**src/rtl/ps2_host_tx.sv**
```systemverilog
// PS/2 host-to-device transmitter: inhibit, start, 8 data bits, odd parity, stop, device ACK.
// Optional clock debounce is enabled by defining PS2_TX_GLITCH_FILTER_EN.
module ps2_host_tx #(
    parameter int INHIBIT_CYCLES = 5000,
    parameter int TIMEOUT_CYCLES = 750000,
    parameter int FILTER_CYCLES  = 8
) (
    input  logic       CLK,
    input  logic       RSTn,
    input  logic [7:0] tx_data,
    input  logic       tx_valid,
    output logic       tx_ready,
    output logic       busy,
    output logic       tx_done,
    output logic       tx_err,
    input  logic       ps2_clk_i,
    output logic       ps2_clk_oe,
    input  logic       ps2_dat_i,
    output logic       ps2_dat_oe
);

    localparam int CNT_MAX = (TIMEOUT_CYCLES > INHIBIT_CYCLES) ? TIMEOUT_CYCLES : INHIBIT_CYCLES;
    localparam int CNT_W   = $clog2(CNT_MAX + 1);
    localparam logic [CNT_W-1:0] INH_LAST = CNT_W'(INHIBIT_CYCLES - 1);
    localparam logic [CNT_W-1:0] TO_LAST  = CNT_W'(TIMEOUT_CYCLES - 1);

    generate
        if (INHIBIT_CYCLES < 1 || TIMEOUT_CYCLES < 2 || FILTER_CYCLES < 1) begin : g_param_check
            $error("ps2_host_tx: cycle parameters out of range");
        end
    endgenerate

    typedef enum logic [2:0] {
        S_IDLE, S_INHIBIT, S_START, S_DATA, S_ACK, S_WAIT_IDLE, S_DONE, S_ERR
    } state_t;

    logic [1:0] clk_sync;
    logic [1:0] dat_sync;
    logic       clk_s;
    logic       dat_s;
    logic       clk_prev;
    logic       fe;

    // Pads idle high (pulled up), so the synchronizers reset to 1 to avoid a false edge.
    always_ff @(posedge CLK or negedge RSTn) begin
        if (!RSTn) begin
            clk_sync <= 2'b11;
            dat_sync <= 2'b11;
        end else begin
            clk_sync <= {clk_sync[0], ps2_clk_i};
            dat_sync <= {dat_sync[0], ps2_dat_i};
        end
    end

    assign clk_s = clk_sync[1];
    assign dat_s = dat_sync[1];

`ifdef PS2_TX_GLITCH_FILTER_EN
    localparam int FLT_W = $clog2(FILTER_CYCLES + 1);
    localparam logic [FLT_W-1:0] FLT_LAST = FLT_W'(FILTER_CYCLES - 1);

    logic [FLT_W-1:0] flt_cnt;
    logic             clk_flt;

    // The filtered level only follows after FILTER_CYCLES consecutive differing samples.
    always_ff @(posedge CLK or negedge RSTn) begin
        if (!RSTn) begin
            flt_cnt  <= '0;
            clk_flt  <= 1'b1;
            clk_prev <= 1'b1;
        end else begin
            clk_prev <= clk_flt;
            if (clk_s == clk_flt) begin
                flt_cnt <= '0;
            end else if (flt_cnt == FLT_LAST) begin
                clk_flt <= clk_s;
                flt_cnt <= '0;
            end else begin
                flt_cnt <= flt_cnt + 1'b1;
            end
        end
    end

    assign fe = clk_prev & ~clk_flt;
`else
    always_ff @(posedge CLK or negedge RSTn) begin
        if (!RSTn) begin
            clk_prev <= 1'b1;
        end else begin
            clk_prev <= clk_s;
        end
    end

    assign fe = clk_prev & ~clk_s;
`endif

    state_t           state;
    logic [CNT_W-1:0] cnt;
    logic [9:0]       frame;
    logic [3:0]       bit_cnt;
    logic             timeout_hit;

    assign timeout_hit = (cnt == TO_LAST);

    always_ff @(posedge CLK or negedge RSTn) begin
        if (!RSTn) begin
            state      <= S_IDLE;
            cnt        <= '0;
            frame      <= '0;
            bit_cnt    <= '0;
            tx_ready   <= 1'b1;
            busy       <= 1'b0;
            tx_done    <= 1'b0;
            tx_err     <= 1'b0;
            ps2_clk_oe <= 1'b0;
            ps2_dat_oe <= 1'b0;
        end else begin
            case (state)
                S_IDLE: begin
                    tx_done <= 1'b0;
                    tx_err  <= 1'b0;
                    if (tx_valid) begin
                        frame      <= {1'b1, ~^tx_data, tx_data};
                        cnt        <= '0;
                        tx_ready   <= 1'b0;
                        busy       <= 1'b1;
                        ps2_clk_oe <= 1'b1;
                        ps2_dat_oe <= 1'b0;
                        state      <= S_INHIBIT;
                    end
                end
                S_INHIBIT: begin
                    if (cnt == INH_LAST) begin
                        ps2_dat_oe <= 1'b1;
                        state      <= S_START;
                    end else begin
                        cnt <= cnt + 1'b1;
                    end
                end
                S_START: begin
                    ps2_clk_oe <= 1'b0;
                    cnt        <= '0;
                    bit_cnt    <= '0;
                    state      <= S_DATA;
                end
                // From here on the timeout has priority over any edge seen in the same cycle.
                S_DATA: begin
                    if (timeout_hit) begin
                        tx_err     <= 1'b1;
                        ps2_clk_oe <= 1'b0;
                        ps2_dat_oe <= 1'b0;
                        state      <= S_ERR;
                    end else begin
                        cnt <= cnt + 1'b1;
                        if (fe) begin
                            ps2_dat_oe <= ~frame[0];
                            frame      <= {1'b0, frame[9:1]};
                            bit_cnt    <= bit_cnt + 1'b1;
                            if (bit_cnt == 4'd9) begin
                                state <= S_ACK;
                            end
                        end
                    end
                end
                S_ACK: begin
                    ps2_dat_oe <= 1'b0;
                    if (timeout_hit) begin
                        tx_err     <= 1'b1;
                        ps2_clk_oe <= 1'b0;
                        state      <= S_ERR;
                    end else begin
                        cnt <= cnt + 1'b1;
                        if (fe) begin
                            bit_cnt <= bit_cnt + 1'b1;
                            if (!dat_s) begin
                                state <= S_WAIT_IDLE;
                            end else begin
                                tx_err     <= 1'b1;
                                ps2_clk_oe <= 1'b0;
                                state      <= S_ERR;
                            end
                        end
                    end
                end
                S_WAIT_IDLE: begin
                    if (timeout_hit) begin
                        tx_err     <= 1'b1;
                        ps2_clk_oe <= 1'b0;
                        ps2_dat_oe <= 1'b0;
                        state      <= S_ERR;
                    end else begin
                        cnt <= cnt + 1'b1;
                        if (fe && bit_cnt != 4'hF) begin
                            bit_cnt <= bit_cnt + 1'b1;
                        end
                        if (clk_s && dat_s) begin
                            tx_done <= 1'b1;
                            state   <= S_DONE;
                        end
                    end
                end
                S_DONE: begin
                    tx_done  <= 1'b0;
                    tx_ready <= 1'b1;
                    busy     <= 1'b0;
                    state    <= S_IDLE;
                end
                S_ERR: begin
                    tx_err     <= 1'b0;
                    ps2_clk_oe <= 1'b0;
                    ps2_dat_oe <= 1'b0;
                    tx_ready   <= 1'b1;
                    busy       <= 1'b0;
                    state      <= S_IDLE;
                end
                default: begin
                    tx_done    <= 1'b0;
                    tx_err     <= 1'b0;
                    ps2_clk_oe <= 1'b0;
                    ps2_dat_oe <= 1'b0;
                    tx_ready   <= 1'b1;
                    busy       <= 1'b0;
                    state      <= S_IDLE;
                end
            endcase
        end
    end

endmodule

```
**config.mk**
```make
export PLATFORM = sky130hd
export DESIGN_NAME = ps2_host_tx
export DESIGN_NICKNAME = d
export VERILOG_FILES = /design/src/rtl/ps2_host_tx.sv
export SDC_FILE = /design/constraint.sdc
export NUM_CORES = 1
export LEC_CHECK = 0
export ABC_AREA = 1
export CORE_ASPECT_RATIO = 1.2
export CORE_MARGIN = 2
export CORE_UTILIZATION = 54
export DETAILED_ROUTE_END_ITERATION = 7
export GPL_TIMING_DRIVEN = 1
export PLACE_DENSITY = 0.75
export SLEW_MARGIN = 20
export SYNTH_ARGS = -nofsm -noshare
export SYNTH_HDL_FRONTEND = slang
export SYNTH_SLANG_ARGS = --single-unit
```
**constraint.sdc**
```tcl
create_clock -name CLK -period 1.7 [get_ports CLK]
set_clock_uncertainty 0.05 [all_clocks]
set_input_delay 0.34 -clock CLK [delete_from_list [all_inputs] [get_ports CLK]]
set_output_delay 0.34 -clock CLK [all_outputs]
set_load 0.02 [all_outputs]
```
======== Word-level counts from Yosys, hierarchy flattened ========
Index checks and enable logic that the tools add are counted.
cells by class
  $add $sub $neg .......................... 2
  equal/unequal tests ..................... 29
  muxes and demuxes ....................... 45
  bitwise operators ....................... 3
  reduce and logical (&&, ||, !) cells .... 29
operators with widths
  operator               count
  $pmux 20 s4            1
  $mux 20                3
  $mux 10                3
  $mux 3                 9
  $ne 2x2->1 const B     11
  $pmux 3 s7             1
  $add 20x1->20 const B  1
  $eq 20x13->1 const B   1
  $eq 20x20->1 const B   1
  $pmux 10 s2            1
  $mux 4                 4
  $mux 1                 15
  $ne 3x3->1 const B     5
  $reduce_and 5->1       3
  $reduce_or 2->1        7
  $eq 3x3->1 const B     4
  $pmux 4 s3             1
  $reduce_and 4->1       3
  $reduce_bool 4->1      2
  $reduce_xnor 8->1      1
  $eq 3x2->1 const B     2
  $pmux 1 s2             3
  $reduce_and 6->1       1
  $reduce_bool 2->1      3
  18 further kinds       22
storage, ports and cells
  bits in registers ....................... 48
  bits of input ports ..................... 13
  output and inout bits ................... 6

======== Logic depth before layout (Yosys ltp) ========
  depth in word-level cells ............... 6
  gate-level depth with buffers ........... 13

======== Worst setup path before layout ========
No wires, ideal clock.
  kind .................................... register to register
  start ................................... register cnt[0]
  end ..................................... register frame[0]
  arrival time ............................ 1.515 ns
  required time ........................... 1.529 ns
  slack ................................... 0.014 ns
  stages on the path, launching flop included .. 12
  buffers on the path ..................... 1
  period minus slack after synthesis ...... 1.686 ns
  cell sequence ........................... dfrtp_1 > ha_1 > nand3_4 > nor2_4 > nand3_4 > inv_2 > nand2_1 > nand2_2 > inv_4 > buf_6 > o211ai_2 > nand2_2
on the way
  longest elaborated chain between the ends .. 3
RTL lines
  what                        line  source
  start, declared             98    logic [CNT_W-1:0] cnt;
  start signal, assigned      137   cnt <= cnt + 1'b1;
  start signal, assigned      154   cnt <= cnt + 1'b1;
  start signal, assigned      172   cnt <= cnt + 1'b1;
  $eq 20x20->1                103   assign timeout_hit = (cnt == TO_LAST);
  $ne 2x2->1 (no line)        n/a
  $reduce_and 4->1 (no line)  n/a
  end signal, assigned        123   frame <= {1'b1, ~^tx_data, tx_data};
  end signal, assigned        157   frame <= {1'b0, frame[9:1]};
  end, declared               99    logic [9:0] frame;
Every way passes these cells.
A chain may end at the register's enable or synchronous reset.

======== Worst setup path in the final report ========
  start ................................... register cnt[15]
  end ..................................... register state[1]
on the way
  longest elaborated chain between the ends .. 3
  elaborated cells between the ends (all ways) .. 12
  those cells by class .................... eq/ne: 7; mux: 4; reduce/logical: 1
RTL lines
  what                                                             line      source
  $eq 20x20->1 / $eq 20x13->1 (equally long branches)              103, 133
  $ne 3x3->1 (no line), or another cell as far along               n/a
  $reduce_and 6->1 (no line) / $pmux 3 s7 (equally long branches)  n/a
  end signal, assigned                                             107       state <= S_IDLE;
  end signal, assigned                                             129       state <= S_INHIBIT;
  end signal, assigned                                             135       state <= S_START;
  end, declared                                                    97        state_t state;
Several ways; a longest one is shown, not always the timed one.

==> metrics.md <==
| Metric | Value |
|---|---|
| Final Routed Wirelength | `8.314 mm` |
| RSZ-0062 raised after global routing | `true` |
| CP Capture Type | `register` |
| CTS clk-pin slew, worst paths | `0.09 ns` |
| Rel. slew slack | `77.21%` |
| Crit-path max cell delay | `0.42 ns` |
| Initial antenna violation count | `0` |
| Synthesized area | `3134 um2` |
| Max Clock Freq | `566.6 MHz` |
| Synthesis-to-finish area growth | `29.74%` |
| Hold Crit Class | `reg2reg` |
| Hold slack | `0.3109 ns` |
| Lkg Pwr | `2.000 nW` |
| Final setup fails | `14` |
| First drt pass iteration count | `5` |
| Antenna cells | `0` |
| Cts bufs inserted | `5` |
| Port Buf Inserts | `18` |
| Max VDD drop | `0.3311 mV` |
| Yosys warning count | `0` |
| Critical path, cell by cell | `buf_4 -> nor3_1 -> nand3_2 -> nand3_2 -> nand2_2 -> nor2_4 -> nand2_2 -> nand2_1 -> nand2_1` |
| RD Place Congestion | `1.017` |
| CP max stage cell | `dfrtp_1` |
| Chip height | `87.46 um` |
| #FFs+latches synth | `48` |
| Final Max Slew Viols | `0` |
| Vias | `3036` |
| Clk sink count | `48` |
| CTS max path bufs | `2` |
| Internal power | `1.543 mW` |
| Top_reg_cell synth | `dfrtp_1` |
| Status | `finished with violations` |
| Wirelength per Cell | `14.59 um` |
| Residual DRC | `0` |
| Place WS | `-0.2474 ns` |
| Post-synthesis area per instance | `7.238 um2` |
| CTS root buf | `clkbuf_8` |
| Yosys top cell by area | `dfrtp_1` |
| Mapped Cells | `433` |
| Worst skew pair latency | `0.31 ns` |
| Initial core utilization | `55.67%` |
| Switching share of power | `23.60%` |
| Hpwl dp | `5.954 mm` |
| Largest net degree at the start of global routing | `49` |
| Nets | `521` |
| Fill cells | `467` |
| Row cnt | `30` |
| CORE AREA | `5630 um2` |
| Count of final hold-check violations | `0` |
| Reg power frac | `57.4%` |
| Die Span X | `73.55 um` |
| Vias in the first global route | `2935` |
| Startpoint types | `register` |
| CTS tree | `built` |
| Mapped Nets | `449` |
| Die ar. | `6432 um2` |
| Grt ovf | `0` |
| Post-synth cell types | `33` |
| Sequential share of the synthesized area | `38.56%` |
| H-tree levels | `2` |
| PwrDens | `496.8 nW/um2` |
| Crit path max fanout | `5` |
| Failing checks | `negative setup slack` |
| Critical Path RT | `1.86 ns` |
| EDFF count, synth | `0` |
| Worst Tran Pin Value | `0.3392 ns` |
| Mean number of vias per cell | `5.326` |
| Worst path arrival time | `1.92 ns` |
| Final setup margin | `-0.06492 ns` |
| Area contributors post-synth | `dfrtp_1, nand2_1, nor2_1` |
| Psw | `0.4768 mW` |
| Share of cells above drive strength 1 | `31.82%` |
| Combinational fraction of design power | `6.3%` |
| Clock share of power | `36.3%` |
| Post-synth top area share | `33.53%` |
| FFs w/ async S/R, synth | `100.0%` |
| Post-route ant nets | `0` |
| Critical path class | `reg2reg` |
| IO Count | `19` |
| Period utilization | `103.8%` |
| First-pass GRT wire length | `13.38 mm` |
| Fin crit period | `1.765 ns` |
| GRT Total Usage | `27.23%` |
| DR iter-0 viols | `254` |
| # Max-Cap Violations | `0` |
cell usage after synthesis (3+ instances only):
master	n
buf_6	4
dfrtp_1	42
dfstp_2	6
ha_1	3
inv_1	40
inv_2	14
nand2_1	125
nand2_2	11
nand3_1	32
nand4_1	7
nor2_1	52
nor2_2	6
nor2_4	3
nor3_1	10
o21ai_0	11
o21ai_1	14
o21ai_2	12
xnor2_1	8
xor2_1	14
registers in the layout (all words and copies together) (netlist names), 2 cells and up:
| signal | cells |
|---|---|
| bit_cnt | 4 |
| clk_sync | 2 |
| cnt | 20 |
| dat_sync | 2 |
| frame | 10 |
| state | 3 |
layout by cell type, fill, tap and decap left out, drive strengths merged:
| master | Yosys | layout |
|---|---|---|
| nand2 | 136 | 136 |
| nor2 | 61 | 61 |
| inv | 55 | 56 |
| buf | 7 | 55 |
| dfrtp | 42 | 42 |
| o21ai | 37 | 37 |
| nand3 | 36 | 36 |
| xor2 | 14 | 14 |
| clkdlybuf4s50 | 0 | 12 |
| nor3 | 10 | 10 |
| xnor2 | 8 | 8 |
| nand4 | 7 | 7 |
| dfstp | 6 | 6 |
| clkbuf | 2 | 6 |
| dlymetal6s2s | 0 | 4 |
| ha | 3 | 3 |
| nand3b | 2 | 2 |
| clkinvlp | 0 | 2 |
| o211ai | 2 | 2 |
| a31oi | 1 | 1 |
| o22ai | 1 | 1 |
| mux2i | 1 | 1 |
| o21a | 1 | 1 |
| a21oi | 1 | 1 |
| dlygate4sd3 | 0 | 1 |
| dlygate4sd2 | 0 | 1 |
routing by layer:
layer,vias up,part of all wire [%],track usage [%]
met2,70,53,48.54
met4,0,4.0,12.56
li1,1505,-,-
met5,-,0,0
met1,1435,40,31.69
met3,26,3.4,3.819
power by group through the flow:
| stage | registers (mW) | logic, mW | clock network, mW |
|---|---|---|---|
| 2_1_floorplan | 1.18 | 0.0498 | 0 |
| 3_3_place_gp | 1.18 | 0.122 | 0 |
| 3_5_place_dp | 1.18 | 0.125 | 0 |
| 4_1_cts | 1.16 | 0.127 | 0.752 |
| 5_1_grt | 1.16 | 0.143 | 0.813 |
| 6_report | 1.16 | 0.127 | 0.734 |
worst paths after layout:
kind | slack [ns] | cells past startpoint | start | endpoint
worst min register to register | 0.31 | 0 | dat_sync[0] | dat_sync[1]
min in group asynchronous | 0.50 | 3 | RSTn | frame[6]
worst min-delay path | 0.31 | 0 | dat_sync[0] | dat_sync[1]
worst max register to register | -0.06 | 9 | cnt[15] | state[1]
worst max-delay path | -0.06 | 9 | cnt[15] | state[1]
max in group asynchronous | 0.79 | 3 | RSTn | tx_ready
cells by family after synthesis:
kind of cell	Yosys count	share of synthesized area [%]
XOR/XNOR	22	6.148
buffers and inverters	64	8.982
AND/OR/NAND/NOR	252	36.01
adder cells (fa/ha/maj)	3	1.198
flip-flops	48	38.56
AO/OA/AOI/OAI	43	8.783
multiplexers	1	0.3194
layout make-up:
class,count,area (um2),share of cell area (%)
repair buffers,73,646.9,15.91
repair inverters,1,11.26,0.2769
inverters,55,216.5,5.323
well taps,64,80.08,1.969
multi-input cells,321,1803,44.34
clock inverters,2,15.01,0.3692
clock buffers,6,82.58,2.031
flip-flops and latches,48,1211,29.78
metrics by stage:
stage	TNS, ns	utilization [%]	total power, mW	cell area, um2	cells
3_5_place_dp	-3.051	65.89	1.306	3710	555
4_1_cts	0	68.64	2.038	3865	567
2_1_floorplan	0	-	1.231	3134	433
5_1_grt	-2.928	72.22	2.116	4066	570
6_report	-0.3999	72.22	2.020	4066	570
3_3_place_gp	-2.572	65.89	1.302	3710	555
worst max-delay path: cells and delay by family (launching register included):
family / cells / cell delay (ns)
buffers and inverters: 1 / 0.16
DFF: 1 / 0.42
and+or+nand+nor: 8 / 1.04
timing repair:
action,CTS,global route
gates cloned,0,1
resized for setup,7,60
hold buffers,1,0
endpoints found under the hold margin,42,0
setup endpoints to repair,22,41
pin swaps,4,11
buffers inserted,3,2
Power figures use the tool's default switching activity.
